--- config.mk ---
export PLATFORM = sky130hd
export DESIGN_NAME = mux_skid_stage
export DESIGN_NICKNAME = d
export VERILOG_FILES = /design/src/rtl/mux_stage_pkg.sv /design/src/rtl/mux_n_1.sv /design/src/rtl/mux_skid_stage.sv
export SDC_FILE = /design/constraint.sdc
export NUM_CORES = 1
export LEC_CHECK = 0
export ABC_AREA = 1
export CAP_MARGIN = 20
export CORE_MARGIN = 4
export CORE_UTILIZATION = 44
export CTS_BUF_LIST = sky130_fd_sc_hd__clkbuf_8
export DETAILED_ROUTE_END_ITERATION = 8
export GPL_TIMING_DRIVEN = 0
export PLACE_DENSITY = 0.93
export SLEW_MARGIN = 40
export SYNTH_ARGS = -nofsm -noshare
export SYNTH_HDL_FRONTEND = slang
export SYNTH_SLANG_ARGS = --single-unit
--- constraint.sdc ---
create_clock -name clk -period 4.8 [get_ports clk]
set_input_delay 0.72 -clock clk [delete_from_list [all_inputs] [get_ports clk]]
set_output_delay 0.72 -clock clk [all_outputs]
set_load 0.1 [all_outputs]
--- src/rtl/mux_stage_pkg.sv ---
// Shared types and helpers for the operand-select skid stage and its N:1 mux.
package mux_stage_pkg;

  typedef enum logic [1:0] {EMPTY, ONE, FULL} skid_state_t;

  // Select width for an n-way mux; a degenerate 1-way mux still gets one bit.
  function automatic int sel_width(input int n);
    return (n > 1) ? $clog2(n) : 1;
  endfunction

endpackage

--- src/rtl/mux_n_1.sv ---
// Combinational N:1 word select; a select at or beyond N_IN yields all-zero.
// Zero latency, no flow control.
module mux_n_1
  import mux_stage_pkg::*;
#(
  parameter int WIDTH = 64,
  parameter int N_IN  = 4,
  localparam int SEL_W = sel_width(N_IN)
) (
  input  logic [N_IN*WIDTH-1:0] in_data,
  input  logic [SEL_W-1:0]      sel,
  output logic [WIDTH-1:0]      out_data
);

  always_comb begin
    out_data = '0;
    for (int k = 0; k < N_IN; k++) begin
      if (int'(sel) == k) out_data = in_data[k*WIDTH +: WIDTH];
    end
  end

endmodule

--- src/rtl/mux_skid_stage.sv ---
// N-way operand select into a 2-entry skid pipeline register; 1-cycle latency.
// in_ready depends only on the state register, so out_ready never reaches upstream combinationally.
module mux_skid_stage
  import mux_stage_pkg::*;
#(
  parameter int WIDTH = 64,
  parameter int N_IN  = 4,
  localparam int SEL_W = sel_width(N_IN)
) (
  input  logic                  clk,
  input  logic                  reset,
  input  logic [N_IN*WIDTH-1:0] in_data,
  input  logic [SEL_W-1:0]      in_sel,
  input  logic                  in_valid,
  output logic                  in_ready,
  input  logic                  flush,
  output logic [WIDTH-1:0]      out_data,
  output logic                  out_valid,
  input  logic                  out_ready,
  output logic                  sel_err
);

  skid_state_t      state, state_nxt;
  logic [WIDTH-1:0] sel_word;
  logic [WIDTH-1:0] skid;
  logic             acc, drn, sel_bad;
  logic             load_out, load_skid, pop_skid;

  mux_n_1 #(.WIDTH(WIDTH), .N_IN(N_IN)) u_mux (
    .in_data  (in_data),
    .sel      (in_sel),
    .out_data (sel_word)
  );

  assign in_ready  = (state != FULL);
  assign out_valid = (state != EMPTY);
  assign acc       = in_valid & in_ready;
  assign drn       = out_valid & out_ready;
  assign sel_bad   = (int'(in_sel) >= N_IN);

  always_comb begin
    state_nxt = state;
    load_out  = 1'b0;
    load_skid = 1'b0;
    pop_skid  = 1'b0;
    case (state)
      EMPTY: begin
        if (acc) begin
          state_nxt = ONE;
          load_out  = 1'b1;
        end
      end
      ONE: begin
        if (acc && drn) begin
          load_out = 1'b1;
        end else if (acc) begin
          state_nxt = FULL;
          load_skid = 1'b1;
        end else if (drn) begin
          state_nxt = EMPTY;
        end
      end
      FULL: begin
        if (drn) begin
          state_nxt = ONE;
          pop_skid  = 1'b1;
        end
      end
      default: state_nxt = EMPTY;
    endcase
    // Flush squashes everything, including a word accepted this same cycle.
    if (flush) begin
      state_nxt = EMPTY;
      load_out  = 1'b0;
      load_skid = 1'b0;
      pop_skid  = 1'b0;
    end
  end

  always_ff @(posedge clk or posedge reset) begin
    if (reset) state <= EMPTY;
    else       state <= state_nxt;
  end

  always_ff @(posedge clk or posedge reset) begin
    if (reset) begin
      out_data <= '0;
      skid     <= '0;
      sel_err  <= 1'b0;
    end else begin
      if (load_out)      out_data <= sel_word;
      else if (pop_skid) out_data <= skid;
      if (load_skid)     skid     <= sel_word;
      if (acc && !flush && sel_bad) sel_err <= 1'b1;
    end
  end

endmodule

== After elaboration in Yosys (flattened, before gate mapping) ==
Index checks and enable logic that the tools add are counted.
Cells by class
  muxes and demuxes: 23
  equal/unequal tests: 10
  bitwise gates (word level): 2
  reduce and logical (&&, ||, !) cells: 6
Operators by type and width (number)
  2-to-1 mux 64 bit: 6
  2-to-1 mux 2 bit: 6
  2-to-1 mux 1 bit: 9
  inequality test 3 bit (second input constant): 3
  equality test 2 bit (second input constant): 3
  one-hot mux 2 bit (3 select lines): 1
  equality test 2 x 1 -> 1 bit (second input constant): 2
  logical NOT 2 bit: 2
  inequality test 4 bit (second input constant): 1
  AND reduction 4 bit: 1
  nonzero test 2 bit: 2
  bitwise AND 1 bit: 2
  inequality test 2 bit (second input constant): 1
  one-hot mux 1 bit (2 select lines): 1
  logical AND 1 bit: 1
Storage, ports and cells
  input port bits: 263
  register bits: 130

== Logic depth before layout (Yosys ltp) ==
  word-level depth: 7
  mapped depth: 9
  gate-level depth less buffers: 7

== Hierarchy ==
A second synthesis with hierarchy kept.
Unflattened totals
  cell total of the unflattened synthesis: 1013
  area, all modules: 7688.6 um^2
By module, submodules not included
  mux_skid_stage: cells an instance 644, seq. area each 3253.1 um^2, instances 1, area an instance 5711.7 um^2
  mux_n_1: cells an instance 369, seq. area each 0.0 um^2, instances 1, area an instance 1976.9 um^2

== Least setup slack after synthesis ==
OpenSTA, ideal clock, no wires.
  path type: reg-to-output
  from: register state[0]
  to: output in_ready
  stages on the path, launching flop included: 3
  path slack: 2.964 ns
  arrival time: 1.116 ns
  path through: dfrtp_1 inv_1 nand2_1
On the way
  cells in the longest elaborated chain, start to end: 1
RTL lines
  start, declared: line mux_skid_stage.sv:23  | skid_state_t state, state_nxt;
  start signal, assigned: line mux_skid_stage.sv:82  | else state <= state_nxt;
  inequality test 2 bit: line mux_skid_stage.sv:35  | assign in_ready = (state != FULL);
  end, declared: line mux_skid_stage.sv:15  | output logic in_ready,
Every way passes these cells.

== Final worst setup path ==
  from: input in_sel[1]
  to: register skid[61]
On the way
  cells in the longest elaborated chain, start to end: 5
  elaborated cells on any way between the ends: 8
  those cells by class: 3 x eq/ne; 4 x mux; 1 x reduce/logical
RTL lines
  start, declared: line mux_skid_stage.sv:13  | input logic [SEL_W-1:0] in_sel,
  logical NOT 2 bit: line mux_n_1.sv:18  | if (int'(sel) == k) out_data = in_data[k*WIDTH +: WIDTH];
  2-to-1 mux 64 bit (3 in a row): line mux_n_1.sv:18
  2-to-1 mux 64 bit (*): line mux_n_1.sv:18
  end signal, assigned: line mux_skid_stage.sv:93  | if (load_skid) skid <= sel_word;
  end, declared: line mux_skid_stage.sv:25  | logic [WIDTH-1:0] skid;
Mark *: on every way between the ends. The rest lies on a longest branch, timed or not.
A chain may end at the register's enable or synchronous reset.

==> impl_metrics.tcl <==
set metrics [dict create \
    holdWs_ps 478 \
    antenna_found_initial 2 \
    path_class "in2reg" \
    cts_max_path_buffers 2 \
    syn2layout_area_growth_pct 49.0 \
    wl_per_cell_um 19.1 \
    cp.required_ps 5180 \
    r2r-end "out_data[8]$_DFFE_PP0P_" \
    status "finished, final reports clean" \
    ctsResizeCount 0 \
    gp_congestion 0.920 \
    crit_end "skid[61]$_DFFE_PP0P_" \
    grt_pass1_wl_mm 47.9 \
    wirelength_mm 31.3 \
    r2r_cells 8 \
    r2r_setup_slack_ps 2990 \
    finalNetCount 1668 \
    dieHeight_um 139 \
    cts_made_buffers 17 \
    setup_viol_count_final 0 \
    dieArea_um2 19200 \
    cap_violations 0 \
    grt_pass1_vias 8763 \
    max-vdd-ir-drop_v 0.000382 \
    end_kind "register" \
    postCtsSetupRepairBufs 0 \
    insertion_delay_ps 440 \
    startpoint "in_sel[1]" \
    p_comb_share_pct 44.9 \
    p_sw_mw 2.30 \
    ys_ff_latch 130 \
    multiInputGateArea_um2 3760 \
    syn_avg_cell_area_um2 7.10 \
    r2r_start "state[1]$_DFFE_PP0P_" \
    drv_slew 0 \
    ys_seq_area_share_pct 43.3 \
    slew_headroom_pct 56.3 \
    cts_hold_buf 0 \
    num_vias 8883 \
    grt-ovfl-total 0 \
    drive_gt1_share_pct 14.5 \
    path_max_fanout 10 \
    clock_skew_ps 11.2 \
    grtUsageMet3_pct 7.17 \
    tightest_slew_ps 655 \
    grt_usage_pct 31.6 \
    p_leak_nw 5.22 \
    netlist_area_um2 7510 \
    drcViolationCount 0 \
    max_freq_mhz 422 \
    fp.dieW_um 139 \
    fin_cells 1638 \
    power_mw 4.88 \
    cts_tree "yes" \
    crit_path_start_kind "input pin" \
    hold_path.class "reg2reg" \
    drt_iter0_markers 650 \
    power_density_nw_per_um2 436 \
    swShare_pct 47.1 \
    ys_types 24 \
    ant_nets 0 \
    fill_cells 1423 \
    yosys_warnings 0 \
    ios 330 \
    met2_usage_pct 54.9 \
    clkTransAtPathRegs_ps 70 \
    via_per_inst 5.42 \
    drt_first_pass_iters 6 \
    final_core_util_pct 67.2 \
    portBuffers 327 \
    place_inst 1606 \
    start_util_pct 45.1 \
    busiest_layer "met2" \
    synth_cells 1058 \
    seqCellArea_um2 3250 \
    grt_setup_unrepaired "no" \
    root_buffer "clkbuf_8" \
    min_period_over_period_pct 49.3 \
    numClockSinks 130 \
    seqPwrFrac_pct 34.3 \
    period_needed_ps 2370 \
    synthesis.nets 1321 \
    std_cell_rows 47 \
    hold_viol 0 \
    place_hpwl_mm 24.4 \
    core-area_um2 16600 \
    arrival_ps 2750 \
    grt_util_met1_pct 37.6 \
    pwr-share-clk_pct 20.7 \
    p_int_mw 2.58 \
    grt_max_degree 69 \
    cts-htree-levels 4 \
]
metrics by stage:
step | setup WS (ps) | area [um2] | TNS, ps
2_1_floorplan | 611 | 7510 | 0
3_3_place_gp | -1210 | 11100 | -156580
3_5_place_dp | 2010 | 10800 | 0
4_1_cts | 2460 | 11200 | 0
5_1_grt | 2360 | 11200 | 0
6_report | 2430 | 11200 | 0
routing by layer:
layer | wire length, um | part of all wire (%) | vias to the layer above
met5 | 25 | 0.080 | -
met4 | 1280 | 4.1 | 4
met3 | 2600 | 8.3 | 90
met2 | 15400 | 49 | 502
met1 | 12000 | 38 | 4119
li1 | - | - | 4168
synth_stat cells:
master	number	area, um2
nand3_1	257	1290
inv_2	4	15.0
nor2_4	2	22.5
inv_1	31	116
or2_1	5	31.3
buf_1	4	15.0
dfrtp_1	130	3250
or2_2	59	369
clkbuf_1	33	124
conb_1	1	3.75
o21ai_1	19	95.1
nand3_2	1	10.0
nand2_4	1	11.3
nor2_2	2	12.5
nor2_1	4	15.0
o21ai_4	1	16.3
clkbuf_2	1	5.00
buf_6	2	22.5
nor2_8	1	20.0
nand2_1	371	1390
nand3b_1	1	7.51
o21ai_0	94	470
buf_4	10	75.1
buf_2	24	120
placed cells by master, fill, tap and decap left out, types with 3 or more instances in the layout:
master / count
buf_4: 10
bufinv_16: 4
clkinvlp_4: 3
buf_1: 4
clkbuf_8: 17
inv_2: 4
nand3_1: 257
clkdlybuf4s50_1: 261
o21ai_1: 19
inv_1: 31
nand2_1: 371
clkinv_4: 4
clkbuf_1: 33
buf_2: 90
dfrtp_1: 130
or2_2: 59
o21ai_0: 94
or2_1: 5
nor2_1: 4
kinds of logic after synthesis:
group           after synthesis  synth area share (%)
simple gates                704                  42.3
flops                       130                  43.3
compound gates              114                  7.75
buf+inv                     109                  6.56
other cells                   1                0.0499
sequential cells by signal, summed over array words and instances, names as in the netlist:
signal,count
state,2
out_data,64
skid,64
critical path: stages:
cell	delay, ps
clkdlybuf4s50_1	650
inv_1	280
nor2_4	300
buf_4	250
nand2_1	70
nand3_1	230
nand3_1	150
nand2_1	80
cell type report:
cell class                 count  area share, %
antenna                        1         0.0224
buffer                        74           3.23
clock buffer                  17           2.09
clock inverter                14           1.71
inverter                      35           1.24
multi-input combinational    819           33.6
sequential                   130           29.1
tap                          220           2.46
timing repair buffer         328           26.5
worst min path at each step:
stage                                  start                        to  slack, ps  cells after the start
finish              out_data[15]$_DFFE_PP0P_  out_data[15]$_DFFE_PP0P_        480                      2
global placement        skid[32]$_DFFE_PP0P_      skid[32]$_DFFE_PP0P_        460                      2
detailed placement  out_data[15]$_DFFE_PP0P_  out_data[15]$_DFFE_PP0P_        460                      2
CTS                 out_data[15]$_DFFE_PP0P_  out_data[15]$_DFFE_PP0P_        480                      2
global route        out_data[15]$_DFFE_PP0P_  out_data[15]$_DFFE_PP0P_        500                      2
floorplan               skid[30]$_DFFE_PP0P_      skid[30]$_DFFE_PP0P_        450                      2
power by group through the flow:
stage / Sequential [mW] / Clock, mW / Combinational (mW)
after global routing: 1.72 / 1.06 / 2.32
after floorplan: 2.66 / 0 / 0.583
after CTS: 1.67 / 1.01 / 2.20
after detailed placement: 1.68 / 0 / 2.19
final: 1.68 / 1.01 / 2.19
after global placement: 1.67 / 0 / 2.29
Note: power is estimated with default switching activity, not from simulation.
